`src/rtl/demux_sel_sequencer.sv`:
```
// Feeds (data, sel) items from a small FIFO to a 1-to-8 demux, each held HOLD_CYCLES cycles.
// Latency: an item pushed into an idle block shows on the outputs one edge later; push is refused when full.
module demux_sel_sequencer #(
  parameter int DEPTH       = 4,
  parameter int HOLD_CYCLES = 2,
  parameter int SEL_W       = 3
) (
  input  logic             clk,
  input  logic             rst_n,
  input  logic             in_valid,
  output logic             in_ready,
  input  logic             in_data,
  input  logic [SEL_W-1:0] in_sel,
  output logic             d_out,
  output logic [SEL_W-1:0] s_out,
  output logic             out_active,
  output logic             busy
);

  localparam int AW = $clog2(DEPTH);
  localparam int CW = (HOLD_CYCLES > 1) ? $clog2(HOLD_CYCLES) : 1;

  typedef enum logic [1:0] {IDLE, GUARD, DRIVE} state_t;

  state_t           state;
  logic [CW-1:0]    hold_cnt;
  logic             held_data;

  logic [SEL_W:0]   mem [DEPTH];
  logic [AW-1:0]    wr_ptr;
  logic [AW-1:0]    rd_ptr;
  logic [AW:0]      count;
  logic             full;
  logic             empty;
  logic             push;
  logic             pop;
  logic             head_data;
  logic [SEL_W-1:0] head_sel;

  assign full     = (count == (AW+1)'(DEPTH));
  assign empty    = (count == '0);
  assign in_ready = rst_n && !full;
  assign push     = in_valid && in_ready;
  assign pop      = !empty && ((state == IDLE) || ((state == DRIVE) && (hold_cnt == '0)));
  assign {head_sel, head_data} = mem[rd_ptr];
  assign busy     = !empty || (state != IDLE);

  always_ff @(posedge clk) begin
    if (push) mem[wr_ptr] <= {in_sel, in_data};
  end

  always_ff @(posedge clk) begin
    if (!rst_n) begin
      wr_ptr <= '0;
      rd_ptr <= '0;
      count  <= '0;
    end else begin
      if (push) wr_ptr <= wr_ptr + 1'b1;
      if (pop)  rd_ptr <= rd_ptr + 1'b1;
      case ({push, pop})
        2'b10:   count <= count + 1'b1;
        2'b01:   count <= count - 1'b1;
        default: count <= count;
      endcase
    end
  end

  // A pop overrides the DRIVE-expiry branch: the next item either follows
  // seamlessly (same sel) or goes through one GUARD cycle with D low.
  always_ff @(posedge clk) begin
    if (!rst_n) begin
      state      <= IDLE;
      hold_cnt   <= '0;
      held_data  <= 1'b0;
      d_out      <= 1'b0;
      s_out      <= '0;
      out_active <= 1'b0;
    end else begin
      case (state)
        GUARD: begin
          state      <= DRIVE;
          d_out      <= held_data;
          out_active <= 1'b1;
          hold_cnt   <= CW'(HOLD_CYCLES - 1);
        end
        DRIVE: begin
          if (hold_cnt != '0) begin
            hold_cnt <= hold_cnt - 1'b1;
          end else begin
            state      <= IDLE;
            d_out      <= 1'b0;
            out_active <= 1'b0;
          end
        end
        default: state <= IDLE;
      endcase

      if (pop) begin
        held_data <= head_data;
        if (head_sel != s_out) begin
          state      <= GUARD;
          s_out      <= head_sel;
          d_out      <= 1'b0;
          out_active <= 1'b0;
        end else begin
          state      <= DRIVE;
          d_out      <= head_data;
          out_active <= 1'b1;
          hold_cnt   <= CW'(HOLD_CYCLES - 1);
        end
      end
    end
  end

endmodule

```
`config.mk`:
```
export PLATFORM = sky130hd
export DESIGN_NAME = demux_sel_sequencer
export DESIGN_NICKNAME = d
export VERILOG_FILES = /design/src/rtl/demux_sel_sequencer.sv
export SDC_FILE = /design/constraint.sdc
export NUM_CORES = 1
export LEC_CHECK = 0
export ABC_AREA = 1
export CAP_MARGIN = 20
export CORE_MARGIN = 3
export CORE_UTILIZATION = 55
export CTS_CLUSTER_DIAMETER = 150
export DETAILED_ROUTE_END_ITERATION = 8
export GPL_ROUTABILITY_DRIVEN = 1
export PLACE_DENSITY = 0.75
export SLEW_MARGIN = 40
export SYNTH_ARGS = -nofsm -noshare
export SYNTH_HDL_FRONTEND = slang
export SYNTH_SLANG_ARGS = --single-unit
```
`constraint.sdc`:
```
create_clock -name clk -period 5 [get_ports clk]
set_input_delay 0.75 -clock clk [delete_from_list [all_inputs] [get_ports clk]]
set_output_delay 0.75 -clock clk [all_outputs]
set_load 0.005 [all_outputs]
```
---- Yosys cells after proc, flatten, opt, wreduce, memory -nomap -nowiden ----
Memories as Yosys holds them, arrays and structs flattened. A register that Yosys moved wholly into a read port is not among the register bits.
Cells that the tools add are included.
cells by class
  add/sub/neg operators ................... 5
  equality and inequality tests ........... 7
  multiplexer cells ....................... 20
  bitwise operators ....................... 1
  reduce and logical (&&, ||, !) cells .... 15
operators by type and width
  kind                                                  count
  two-way mux 1 bit                                     10
  two-way mux 2 bit                                     5
  one-hot mux 1 bit (2 select lines)                    3
  one-hot mux 3 bit (2 select lines)                    1
  adder 2 x 1 -> 2 bit (second input constant)          2
  equality test 2 x 1 -> 1 bit (second input constant)  2
  equality test 2 bit (second input constant)           2
  logical AND 1 bit                                     4
  one-hot mux 2 bit (2 select lines)                    1
  AND reduction 2 bit                                   2
  nonzero test 2 bit                                    2
  adder 3 x 1 -> 3 bit (second input constant)          1
  equality test 3 bit (second input constant)           1
  zero test 3 bit                                       1
  != test 3 bit                                         1
  != test 3 bit (second input constant)                 1
  nonzero test 3 bit                                    1
  subtractor 3 x 1 -> 3 bit (second input constant)     1
  zero test 1 bit                                       2
  zero test 2 bit                                       1
  logical OR 1 bit                                      2
  NOT 1 bit                                             1
  subtractor 1 bit (second input constant)              1
word-level totals
  register bits ........................... 16
  memory bits (writable) .................. 16
  input bits .............................. 7
  output and inout port bits .............. 7
  logic and storage cells ................. 58
  memories ................................ 1
memories
  memory  depth  bits a word  read ports  clocked after Yosys merged registers in  wr ports  RTL line  RTL
  mem     4      4            1           1                                        1         29        logic [SEL_W:0] mem [DEPTH];

---- Longest topological paths before layout ----
  depth after elaboration ................. 6
  gate-level depth with buffers ........... 13
  gate-level depth less buffers ........... 12

---- Worst setup path before layout ----
Ideal clock, no wire load.
  kind .................................... in2reg
  from .................................... input rst_n
  to ...................................... register count[2]
  setup time .............................. 0.120 ns
  data arrival time ....................... 2.203 ns
  data required time ...................... 4.880 ns
  path slack .............................. 2.677 ns
  cell stages on the path ................. 9
  buffers on the path ..................... 0
  path through ............................ inv_2 > a31oi_1 > nand2_1 > ha_1 > fa_1 > a21oi_1 > o21ai_1 > o21ai_1 > a21oi_1
on the way
  cells in the longest elaborated chain, start to end .. 4
  elaborated cells between the ends (all ways) .. 6
  classes of those cells .................. eq/ne (2); mux (1); reduce/logical (3)
ends and longest elaborated chain
  item                                                                             RTL line  RTL
  from (decl)                                                                      9         input logic rst_n,
  logical AND 1 bit *                                                              42        assign in_ready = rst_n && !full;
  net in_ready                                                                     11        output logic in_ready,
  logical AND 1 bit *                                                              43        assign push = in_valid && in_ready;
  equality test 2 x 1 -> 1 bit / equality test 2 bit (equally long branches)       60        case ({push, pop})
  one-hot mux 3 bit (2 select lines) / nonzero test 2 bit (equally long branches)  --
  to (signal assigned)                                                             61        2'b10: count <= count + 1'b1;
  to (signal assigned)                                                             62        2'b01: count <= count - 1'b1;
  to (signal assigned)                                                             63        default: count <= count;
  to (decl)                                                                        32        logic [AW:0] count;
Mark *: on every way through the listed nets, which the timed path passes. The rest lies on a longest branch.
A chain may end at the register's enable or synchronous reset.

---- Worst setup path in the final report ----
  from .................................... input rst_n
  to ...................................... output in_ready
on the way
  cells in the longest elaborated chain, start to end .. 1
ends and longest elaborated chain
  item               RTL line
  logical AND 1 bit  42
  to (decl)          11
No other way between the ends.

==> results summary <==
The synthesized netlist net count is 185. The all-layer global routing usage is 0.189. The tree is rooted in a clkbuf_4. In this run the number of H-tree levels came out at 2. After clock tree synthesis, the flow added hold-fix buffers numbering 0. The proportion of layout cells with a drive suffix above 1 came out at 0.209. The total number of placement rows is 19.

The number of failing setup endpoints in the final timing report is 0. The number of nets in the layout is 202. The number of instances resized during post-cts repair came out at 0. The run finished with clean final reports. The per-instance average area after synthesis is 9.66 µm². The number of slew-limit violations in the final report is 0.

The area of the die came out at 3660 µm². The total number of clock tree sinks is 34. The summed instance area of the synthesized netlist is 1630 µm². The data arrival time of the critical path is 2400 ps. The power density relative to cell area came out at 554 nW/µm².

The count of unique library cells instantiated by Yosys is 26. The combined area of the multi-input logic cells is 663 µm². The total power is 1020 µW. In this run the horizontal extent of the chip is 60.5 µm. The final sum of negative setup slack is 0 ps. Counting flops and latches in the post-synthesis netlist gives 34.

The portion of the clock cycle consumed by the worst path in the final layout came out at 0.631. No sink is reached through more buffers than the 2 on the longest clock path. The final antenna-violating net count is 0.

For this run, the top clock speed supported by timing is 317 MHz. The reg2reg setup slack came out at 2630 ps. The most common cell after layout, fill and taps aside is nand2_1.

The maximum fanout encountered on the critical timing path is 11. The largest single stage delay on the critical path is 720 ps. The area used by sequential logic in the layout is 841 µm².

Traced cell by cell, the critical path runs through clkdlybuf4s50_1 > inv_2 > a31oi_1 > clkdlybuf4s50_1. The number of buffers created by CTS is 5. The number of max-cap violations is 0. The critical path's most frequent cell is clkdlybuf4s50_1. Synthesis produced 169 cells. The wire length reported by the detailed router is 3060 µm. The starting utilization of the core area is 0.587. After filler insertion, the fill cell instance count of the layout stands at 228. edfxtp_1 takes more of the synthesized area than any other cell. STA classifies the critical path startpoint as an input pin. The clock reaches the later pin of the worst-skew pair after 330 ps.

The initial antenna violation count came out at 0. The max-slew headroom at the worst pin is 0.702. For this run, the share of the core covered by cells in the final layout is 0.659. The overall via count from detail_route came out at 1176. For this run, the register share of the synthesized area comes to 0.515. Entering global routing, the biggest net connects 13 pins. The maximum vdd drop is 0.403 mV.

The CTS tree is done. The routed length per instance is 14.1 µm. The worst setup path is captured at a primary output. Yosys printed 0 warnings.

The first-pass GRT wire length is 4990 µm. The clock period minus worst slack came out at 3150 ps. The final number of hold-violating endpoints came out at 0.

The placed wire-length estimate is 2320 µm. In this run the tool buffered the top-level ports with 13 buffer cells. The slew at the pin with the worst max-slew slack came out at 445 ps. The DRC violations left is 0. At the worst endpoint, the required time is 4250 ps. After floorplanning, the core was sized to cover 2780 µm². Setup repair after global routing left no endpoint under its margin. The ratio of routed vias to standard cells came out at 5.39.

The first-pass detailed-route iteration total came out at 4. After synthesis, the cell types taking the most area are edfxtp_1 29%, dfxtp_1 22%, ha_1 6.1%, nand2_1 5.1%, nand3_2 4.3%. Among all stages on the critical path, the largest delay is contributed by clkdlybuf4s50_1. The clock skew is 10.9 ps. The classification of the worst setup path is in -> out. The starting DRC count in detailed routing came out at 50.

The die span in y came out at 60.5 µm. Leaving out fill and tap cells, the most frequent cells in the layout are 22 x nand2_1, 18 x dfxtp_1, 16 x inv_1, 16 x edfxtp_1. Compared with the post-synthesis result, the final layout area differs by 12.3%.

The path type of the worst min-delay path is reg -> reg. The number of global-route vias before repair is 1120. The area share of the largest cell type after synthesis is 0.294.

During I/O placement, the number of pins put on the boundary was 14. Clock-pin slew was measured on the worst setup and hold paths at 100 ps. The count of antenna diodes in the layout came out at 0. The congestion estimate from routability-driven global placement came to 0.817. The total overflow left after global routing is 0. The total setup buffers inserted after CTS came out at 0. The leakage power total is 0.000718 µW.
[layer usage]
metal  up-vias  GRT usage  routed length [µm]
li1        600          -                   -
met3         5     0.0468                 142
met1       547      0.237                1290
met4         0     0.0805                  27
met2        24      0.312                1600
met5         -          0                   0
[path summary, 6_finish.rpt]
check                                        startpoint                      end  cells past startpoint
worst min-delay path            out_active$_SDFFE_PN0P_  out_active$_SDFFE_PN0P_                      2
worst min register to register  out_active$_SDFFE_PN0P_  out_active$_SDFFE_PN0P_                      2
worst max register to register    state[0]$_SDFFE_PN0P_    count[2]$_SDFFE_PN0P_                     12
worst max-delay path                              rst_n                 in_ready                      4
[per-stage QoR]
step	hold slack (ps)	instance area [µm²]	setup WS [ps]	instances
global placement	456	1780	1850	210
global route	518	1830	1780	218
floorplan	442	1630	2680	169
CTS	489	1830	1850	218
finish	484	1830	1850	218
detailed placement	474	1780	1650	210
[Yosys cell counts]
master	n
inv_1	16
nand3_1	7
buf_6	2
a31oi_1	1
o21ai_1	13
nand3_2	7
edfxtp_1	16
o21ai_0	3
clkbuf_1	1
nor2_1	9
nand2_1	22
nand3_4	1
dfxtp_1	18
clkinv_1	1
nand2_2	11
a21oi_1	13
o22ai_1	1
a21oi_2	3
nand2_4	1
nand4_1	3
ha_1	8
mux2i_1	1
fa_1	1
o21bai_2	1
inv_2	8
inv_6	1
[flip-flops by register name (all words and copies together) (netlist names), named ones only]
name,count
d_out,1
out_active,1
s_out,3
rd_ptr,2
state,2
wr_ptr,2
held_data,1
count,3
mem,16
hold_cnt,1
[area by class of cell]
class	instances	area share
Sequential cell	34	0.458
Multi-Input combinational cell	106	0.362
Timing Repair Buffer	13	0.0709
Inverter	26	0.0559
Clock buffer	6	0.0280
Tap cell	31	0.0211
Clock inverter	2	0.00409
[critical path, delay by kind of cell]
kind	cells	cell delay, ps
AO/OA/AOI/OAI	1	220
buffers and inverters	3	1430
[cells by family (layout without fill, tap and decap cells)]
family                   count (synthesis)  count (layout)  share of synthesized area
AND/OR/NAND/NOR                         61              61                      0.207
AO/OA/AOI/OAI                           35              35                      0.120
flip-flops                              34              34                      0.515
buffers and inverters                   29              47                     0.0789
adder cells (fa/ha/maj)                  9               9                     0.0736
multiplexers                             1               1                    0.00613
[power by group]
group | leakage [µW] | internal, µW | switching [µW]
clock | 0.0000333 | 65.4 | 84.8
sequential | 0.000294 | 346 | 52.2
combinational | 0.000391 | 185 | 283
Power figures use the tool's default switching activity.
